### config.mk
export PLATFORM = sky130hd
export DESIGN_NAME = syn_sram_arb
export DESIGN_NICKNAME = d
export VERILOG_FILES = /design/src/rtl/syn_sram_arb.sv
export SDC_FILE = /design/constraint.sdc
export NUM_CORES = 1
export LEC_CHECK = 0
export CELL_PAD_IN_SITES_DETAIL_PLACEMENT = 0
export CELL_PAD_IN_SITES_GLOBAL_PLACEMENT = 1
export CORE_ASPECT_RATIO = 0.5
export CORE_MARGIN = 2
export CORE_UTILIZATION = 27
export DETAILED_ROUTE_END_ITERATION = 6
export MAX_ROUTING_LAYER = met4
export PLACE_DENSITY_LB_ADDON = 0.1
export SYNTH_ARGS = -nofsm -noshare
export SYNTH_HDL_FRONTEND = slang
export SYNTH_SLANG_ARGS = --single-unit
### constraint.sdc
create_clock -name clk_ir -period 3.9 [get_ports clk_ir]
set_input_delay 0.78 -clock clk_ir [delete_from_list [all_inputs] [get_ports clk_ir]]
set_output_delay 0.78 -clock clk_ir [all_outputs]
set_load 0.005 [all_outputs]
### src/rtl/syn_sram_arb.sv
// rtl/syn_sram_arb.sv - VGA/GPU arbiter for the shared SRAM driver port, with read-owner routing
// VGA wins by default; a starvation counter forces the GPU through after GPU_STARVE_MAX VGA grants.
module syn_sram_arb #(
   parameter int ADDR_W         = 18,
   parameter int DATA_W         = 16,
   parameter int RD_Q_DEPTH     = 8,
   parameter int GPU_STARVE_MAX = 4
) (
   input  logic                          clk_ir,
   input  logic                          rst_sync_l,
   input  logic                          vga_req,
   input  logic                          vga_we,
   input  logic [ADDR_W-1:0]             vga_addr,
   input  logic [DATA_W-1:0]             vga_wdata,
   output logic                          vga_ack,
   output logic                          vga_rd_valid,
   output logic [DATA_W-1:0]             vga_rdata,
   input  logic                          gpu_req,
   input  logic                          gpu_we,
   input  logic [ADDR_W-1:0]             gpu_addr,
   input  logic [DATA_W-1:0]             gpu_wdata,
   output logic                          gpu_ack,
   output logic                          gpu_rd_valid,
   output logic [DATA_W-1:0]             gpu_rdata,
   output logic                          sram_req,
   output logic                          sram_we,
   output logic [ADDR_W-1:0]             sram_addr,
   output logic [DATA_W-1:0]             sram_wdata,
   input  logic                          sram_rdy,
   input  logic                          sram_rd_valid,
   input  logic [DATA_W-1:0]             sram_rdata,
   output logic [$clog2(RD_Q_DEPTH):0]   rd_outstanding,
   output logic                          rd_err
);

   localparam int PTR_W = $clog2(RD_Q_DEPTH);
   localparam int CNT_W = PTR_W + 1;
   localparam int ST_W  = $clog2(GPU_STARVE_MAX + 1);

   logic [RD_Q_DEPTH-1:0] tag_q, tag_d;
   logic [PTR_W-1:0]      wr_ptr_q, wr_ptr_d, rd_ptr_q, rd_ptr_d;
   logic [CNT_W-1:0]      occ_q, occ_d;
   logic [ST_W-1:0]       starve_q, starve_d;
   logic                  vga_rd_valid_q, vga_rd_valid_d;
   logic                  gpu_rd_valid_q, gpu_rd_valid_d;
   logic [DATA_W-1:0]     rdata_q, rdata_d;
   logic                  rd_err_q, rd_err_d;

   logic fifo_full, fifo_empty, pop, push, room;
   logic vga_elig, gpu_elig, grant_vga, grant_gpu, head;

   assign fifo_full  = (occ_q == CNT_W'(RD_Q_DEPTH));
   assign fifo_empty = (occ_q == '0);
   assign pop        = sram_rd_valid & ~fifo_empty;
   // A return in the same cycle frees a slot, so a read may still be accepted when full.
   assign room       = ~fifo_full | pop;
   assign vga_elig   = vga_req & (vga_we | room);
   assign gpu_elig   = gpu_req & (gpu_we | room);
   assign grant_gpu  = gpu_elig & ((starve_q == ST_W'(GPU_STARVE_MAX)) | ~vga_elig);
   assign grant_vga  = vga_elig & ~grant_gpu;

   assign vga_ack    = grant_vga & sram_rdy;
   assign gpu_ack    = grant_gpu & sram_rdy;
   assign sram_req   = grant_vga | grant_gpu;
   assign sram_we    = (grant_vga & vga_we) | (grant_gpu & gpu_we);
   assign sram_addr  = ({ADDR_W{grant_vga}} & vga_addr) | ({ADDR_W{grant_gpu}} & gpu_addr);
   assign sram_wdata = ({DATA_W{grant_vga}} & vga_wdata) | ({DATA_W{grant_gpu}} & gpu_wdata);

   assign push       = (vga_ack & ~vga_we) | (gpu_ack & ~gpu_we);
   assign head       = tag_q[rd_ptr_q];

   always_comb begin
      tag_d    = tag_q;
      wr_ptr_d = wr_ptr_q;
      rd_ptr_d = rd_ptr_q;
      if (push) begin
         tag_d[wr_ptr_q] = gpu_ack;
         wr_ptr_d        = wr_ptr_q + PTR_W'(1);
      end
      if (pop) begin
         rd_ptr_d = rd_ptr_q + PTR_W'(1);
      end
      occ_d = occ_q + CNT_W'(push) - CNT_W'(pop);

      starve_d = starve_q;
      if (gpu_ack || !gpu_req) begin
         starve_d = '0;
      end else if (vga_ack && gpu_elig && (starve_q != ST_W'(GPU_STARVE_MAX))) begin
         starve_d = starve_q + ST_W'(1);
      end

      vga_rd_valid_d = pop & ~head;
      gpu_rd_valid_d = pop & head;
      rdata_d        = sram_rd_valid ? sram_rdata : rdata_q;
      rd_err_d       = rd_err_q | (sram_rd_valid & fifo_empty);
   end

   always_ff @(posedge clk_ir or negedge rst_sync_l) begin
      if (!rst_sync_l) begin
         tag_q          <= '0;
         wr_ptr_q       <= '0;
         rd_ptr_q       <= '0;
         occ_q          <= '0;
         starve_q       <= '0;
         vga_rd_valid_q <= 1'b0;
         gpu_rd_valid_q <= 1'b0;
         rdata_q        <= '0;
         rd_err_q       <= 1'b0;
      end else begin
         tag_q          <= tag_d;
         wr_ptr_q       <= wr_ptr_d;
         rd_ptr_q       <= rd_ptr_d;
         occ_q          <= occ_d;
         starve_q       <= starve_d;
         vga_rd_valid_q <= vga_rd_valid_d;
         gpu_rd_valid_q <= gpu_rd_valid_d;
         rdata_q        <= rdata_d;
         rd_err_q       <= rd_err_d;
      end
   end

   assign vga_rd_valid   = vga_rd_valid_q;
   assign gpu_rd_valid   = gpu_rd_valid_q;
   assign vga_rdata      = rdata_q;
   assign gpu_rdata      = rdata_q;
   assign rd_outstanding = occ_q;
   assign rd_err         = rd_err_q;

endmodule

# --- Yosys cells after proc, flatten, opt, wreduce, memory -nomap -nowiden ---
# Index checks and enable logic that the tools add are counted.
word_totals:
  input_bits: 92
  wordCells: 69
  regBits: 40
classes:
  mux: 7
  reduce_logical: 7
  bitwise: 35
  addsub: 5
  n_lt_le_gt_ge: 3
  n_eq_ne: 3
ops:
  columns: ["op", "n"]
  rows:
  - ["$and 18x18->18", 2]
  - ["$and 16x16->16", 2]
  - ["$or 18x18->18", 1]
  - ["$or 16x16->16", 1]
  - ["$and 1x1->1", 14]
  - ["$add 3x1->3 const B", 3]
  - ["$bwmux 8", 1]
  - ["$lt 3x4->1 const B", 2]
  - ["$or 1x1->1", 8]
  - ["$not 1->1", 7]
  - ["$mux 3", 2]
  - ["$add 4x1->4", 1]
  - ["$eq 4x4->1 const B", 1]
  - ["$logic_not 4->1", 1]
  - ["$sub 4x1->4", 1]
  - ["$bmux 1 s3", 1]
  - ["$demux 1 s3", 1]
  - ["$eq 3x3->1 const B", 1]
  - ["$ge 3x1->1 const B", 1]
  - ["$logic_and 1x1->1", 3]
  - ["$ne 3x3->1 const B", 1]
  - ["$mux 1", 2]
  - ["$reduce_bool 2->1", 1]
  - ["$logic_not 1->1", 1]
  - ["$logic_or 1x1->1", 1]

# --- Depth between registers and ports, before layout ---
depth:
  depth_word: 16
  mapped_depth: 12
  mapped_depth_nobuf: 11

# --- Worst setup path before layout ---
# Ideal clock, no wire load.
synth_timing:
  path_type: "in2out"
  from: "input sram_rd_valid"
  to: "output sram_addr[10]"
  cell_stages: 8
  path_slack_ns: 0.929
  t_required_ns: 3.120
  path_buffers: 4
  t_arrival_ns: 2.191
  cell_sequence: "buf_2 -> nor2b_1 -> or2_0 -> buf_2 -> o221a_1 -> buf_6 -> buf_6 -> a22o_1"
synth_between:
  elab_chain_cells: 11
  elab_cells_between_ends: 14
synth_rtl:
  columns: ["element", "line", "text"]
  rows:
  - ["start: declaration", "30", "input logic sram_rd_valid,"]
  - ["$and 1x1->1 *", "54", "assign pop = sram_rd_valid & ~fifo_empty;"]
  - ["$or 1x1->1 *", "56", "assign room = ~fifo_full | pop;"]
  - ["$or 1x1->1", "57", "assign vga_elig = vga_req & (vga_we | room);"]
  - ["$and 1x1->1", "57", null]
  - ["$not 1->1", "59", "assign grant_gpu = gpu_elig & ((starve_q == ST_W'(GPU_STARVE_MAX)) | ~vga_elig);"]
  - ["$or 1x1->1", "59", null]
  - ["$and 1x1->1", "59", null]
  - ["$not 1->1", "60", "assign grant_vga = vga_elig & ~grant_gpu;"]
  - ["$and 1x1->1", "60", null]
  - ["$and 18x18->18", "66", "assign sram_addr = ({ADDR_W{grant_vga}} & vga_addr) | ({ADDR_W{grant_gpu}} & gpu_addr);"]
  - ["$or 18x18->18 *", "66", null]
  - ["end: declaration", "27", "output logic [ADDR_W-1:0] sram_addr,"]
# Mark *: on every way between the ends. The rest lies on a longest branch, timed or not.

# --- Final worst setup path ---
layout_timing:
  from: "input gpu_we"
  to: "output sram_we"
layout_between:
  elab_chain_cells: 7
  elab_cells_between_ends: 8
layout_rtl:
  columns: ["element", "line", "text"]
  rows:
  - ["start: declaration", "19", "input logic gpu_we,"]
  - ["$or 1x1->1", "58", "assign gpu_elig = gpu_req & (gpu_we | room);"]
  - ["$and 1x1->1", "58", null]
  - ["$and 1x1->1", "59", null]
  - ["$not 1->1", "60", null]
  - ["$and 1x1->1", "60", null]
  - ["$and 1x1->1", "65", "assign sram_we = (grant_vga & vga_we) | (grant_gpu & gpu_we);"]
  - ["$or 1x1->1 *", "65", null]
  - ["end: declaration", "26", "output logic sram_we,"]
# Marks and branches as above.

==> metrics.txt <==
Hold Violations, Final 0; Area contributors post-synth dfrtp_1, a22o_1, mux2_2; Synth top area share 41.2%; power density over cell area ~430 mW/mm^2; IO Port Bufs 168; area grow syn2layout 76.6%; worst skew pair latency between 200 and 300 ps; Synth Register Bits 40; Worst Hold Class flip-flop to flip-flop; area of the mapped netlist 0.00243 mm^2; half-perimeter wire length after placement between 5000 and 6000 um; TritonCTS buffer count 5; Final Total Pwr 1.85 mW; Slowest cell on crit path or4b_1; Placement Rows 24; Post-synth top cells dfrtp_1, a22o_1, mux2_2; initial cell density of the core between 20 and 30%; crit path DAT roughly 3000 ps; crit-path max FO 18; RSZ-0062 raised after global routing false; vias in the first global route between 2000 and 2500; crit path capture type output port; clk sinks 40; Slew Viols, Final 0; total grt overflow 0; die width between 100 and 150 um; Post-CTS Setup Bufs 0; Yosys top cell by area dfrtp_1; via/cell ratio a little under 5; FF/Latch Area 0.00100 mm^2; DR iter-0 viols roughly 90; Worst slew margin between 40 and 50%; Die ar. about 0.01 mm^2; fmax approximately 260 MHz; main flop type after synthesis dfrtp_1; Setup TNS 0 ps; crit share post-route a little over nine tenths; Post-Syn Area per Cell 11.1 um^2; Worst Reg-to-Reg Cells 12; minimum clock period about 3800 ps; Max VDD drop roughly 0.23 mV; Leak about 1.8 nW; EDFF count, synth 0; Yosys warnings 0; routability cong. around 0.85; core area 0.00871 mm^2; Crit path top cell by count clkdlybuf4s50_1; hold path cells 1; count of filler cells inserted in the layout roughly 770; CP required 3120 ps; clock root cell clkbuf_16; Critical Path, Cell by Cell clkdlybuf4s50_1 > or4b_1 > o21ai_1 > o21ba_2 > clkbuf_16 > a22o_1 > clkdlybuf4s50_1; first-pass GRT wire length approximately 12000 um; Distinct cells, synth 38; Worst-Margin Slew roughly 900 ps; CTS tree built; Max Cap Violations 0; WS Path Type input pin to output port; Vias ~2400; Final Setup Violations 0; top-count cell post-synth dfrtp_1; GRT Total Usage 15.8%; CP Launch Type input pin; DR WL/cell between 15 and 20 um; final wirelength just under 8000 um; # DRC 0; async set-or-reset flop fraction in the synthesized netlist 100%; Final Worst Setup Slack around 90 ps; clk_skew approximately 5.1 ps; n_diodes 0; I/O pin count between 150 and 200; Clock Pin Slew Worst Setup and Hold Paths 50 ps; area of the multi-input gates ~0.0012 mm^2; dpl ws about 40 ps; Layout Nets between 400 and 500; status finished clean; cells after synthesis between 200 and 250; maximum number of pins on one net before global-route repair roughly 40; syn nets 321; CP max stage delay between 500 and 600 ps; initial antenna violation count 0; Max Root-Sink Buffers 2; die span in y approximately 71 um; Seq/Total Area, Yosys 41.2%; Antenna Nets Post-Route 0; layout cell share with drive strength beyond 1 between 10% and 20%; drt first pass iters 4; CTS H-tree lvls 2
[area by class of cell]
cell class / instances / area share (%)
clock buffer: 6 / 3.00
multi-input combinational: 139 / 27.8
sequential: 40 / 23.3
timing repair buffer: 176 / 41.5
tap: 117 / 3.41
clock inverter: 1 / 0.117
inverter: 10 / 0.875
[final timing paths]
path                       slack, ps                        start                           to
min reg2reg                      480             rd_err$_DFF_PN0_             rd_err$_DFF_PN0_
max reg2reg                     1040  rd_outstanding[2]$_DFF_PN0_  rd_outstanding[2]$_DFF_PN0_
min                              480             rd_err$_DFF_PN0_             rd_err$_DFF_PN0_
min in group asynchronous        620                   rst_sync_l     gpu_rdata[3]$_DFFE_PN0P_
max in group asynchronous       2720                   rst_sync_l      starve_q[2]$_DFFE_PN0P_
max                               90                       gpu_we                      sram_we
[cells by family (layout without fill, tap and decap cells)]
family          count (synthesis)  in the layout  synth area share (%)
compound gates                 68             68                  22.3
flops                          40             40                  41.2
buf+inv                        39            193                  10.0
simple gates                   32             32                  7.26
mux                            22             22                  11.1
fa+ha+maj                      11             11                  5.98
xor+xnor                        6              6                  2.16
[placed cells by master, fill, tap and decap left out, drive strengths merged, types with 2 or more instances in the layout]
master | synthesis | layout
nand2 | 8 | 8
xnor2 | 4 | 4
or2 | 2 | 2
mux2 | 19 | 19
inv | 10 | 10
nor2 | 2 | 2
nand3 | 6 | 6
o21ai | 11 | 11
dfrtp | 40 | 40
clkbuf | 1 | 7
mux4 | 2 | 2
nand2b | 4 | 4
and2 | 4 | 4
o211ai | 2 | 2
xor2 | 2 | 2
clkdlybuf4s50 | 0 | 167
a21oi | 2 | 2
o41ai | 8 | 8
nor2b | 3 | 3
buf | 28 | 8
a22o | 35 | 35
ha | 10 | 10
o31ai | 3 | 3
[sequential cells by signal (all words and copies together) (netlist names)]
register	cells
gpu_rd_valid	1
rd_err	1
rd_ptr_q	3
vga_rd_valid	1
gpu_rdata	16
rd_outstanding	4
wr_ptr_q	3
starve_q	3
tag_q	8
[metal layers]
metal  GRT usage [%]  vias to the layer above  wire [um]
met5               -                        -          0
met3            2.03                       11        467
met2            25.5                      116       3520
met1            20.9                     1139       3730
met4            4.99                        0        119
li1                -                     1102          -
[per-stage QoR]
step / std cells / hold slack (ps) / instance area [um^2] / utilization (%)
5_1_grt: 489 / 512 / 4290 / 49.3
2_1_floorplan: 218 / 458 / 2430 / -
3_5_place_dp: 481 / 473 / 4120 / 47.3
3_3_place_gp: 481 / 475 / 4120 / 47.3
4_1_cts: 488 / 486 / 4260 / 48.9
6_report: 489 / 478 / 4290 / 49.3
[worst max-delay path, delay by kind of cell]
kind / cells / cell delay [ps]
buffers and inverters: 3 / 1140
AOI/OAI and AO/OA: 3 / 540
and+or+nand+nor: 1 / 550
[where the power goes]
group          switching, mW  internal [mW]  leakage, nW  total, mW
Clock                  0.145          0.232       0.0667      0.377
Combinational          0.300          0.509         1.21      0.809
Sequential             0.122          0.544        0.486      0.666
Total                  0.567           1.29         1.76       1.85
[timing repair]
| item | in CTS | in global routing |
|---|---|---|
| gates resized for setup | 0 | 4 |
| endpoints found under the setup margin | 0 | 37 |
| hold endpoints to repair | 0 | 0 |
| hold buffers | 0 | 0 |
Note: power is estimated with default switching activity, not from simulation.
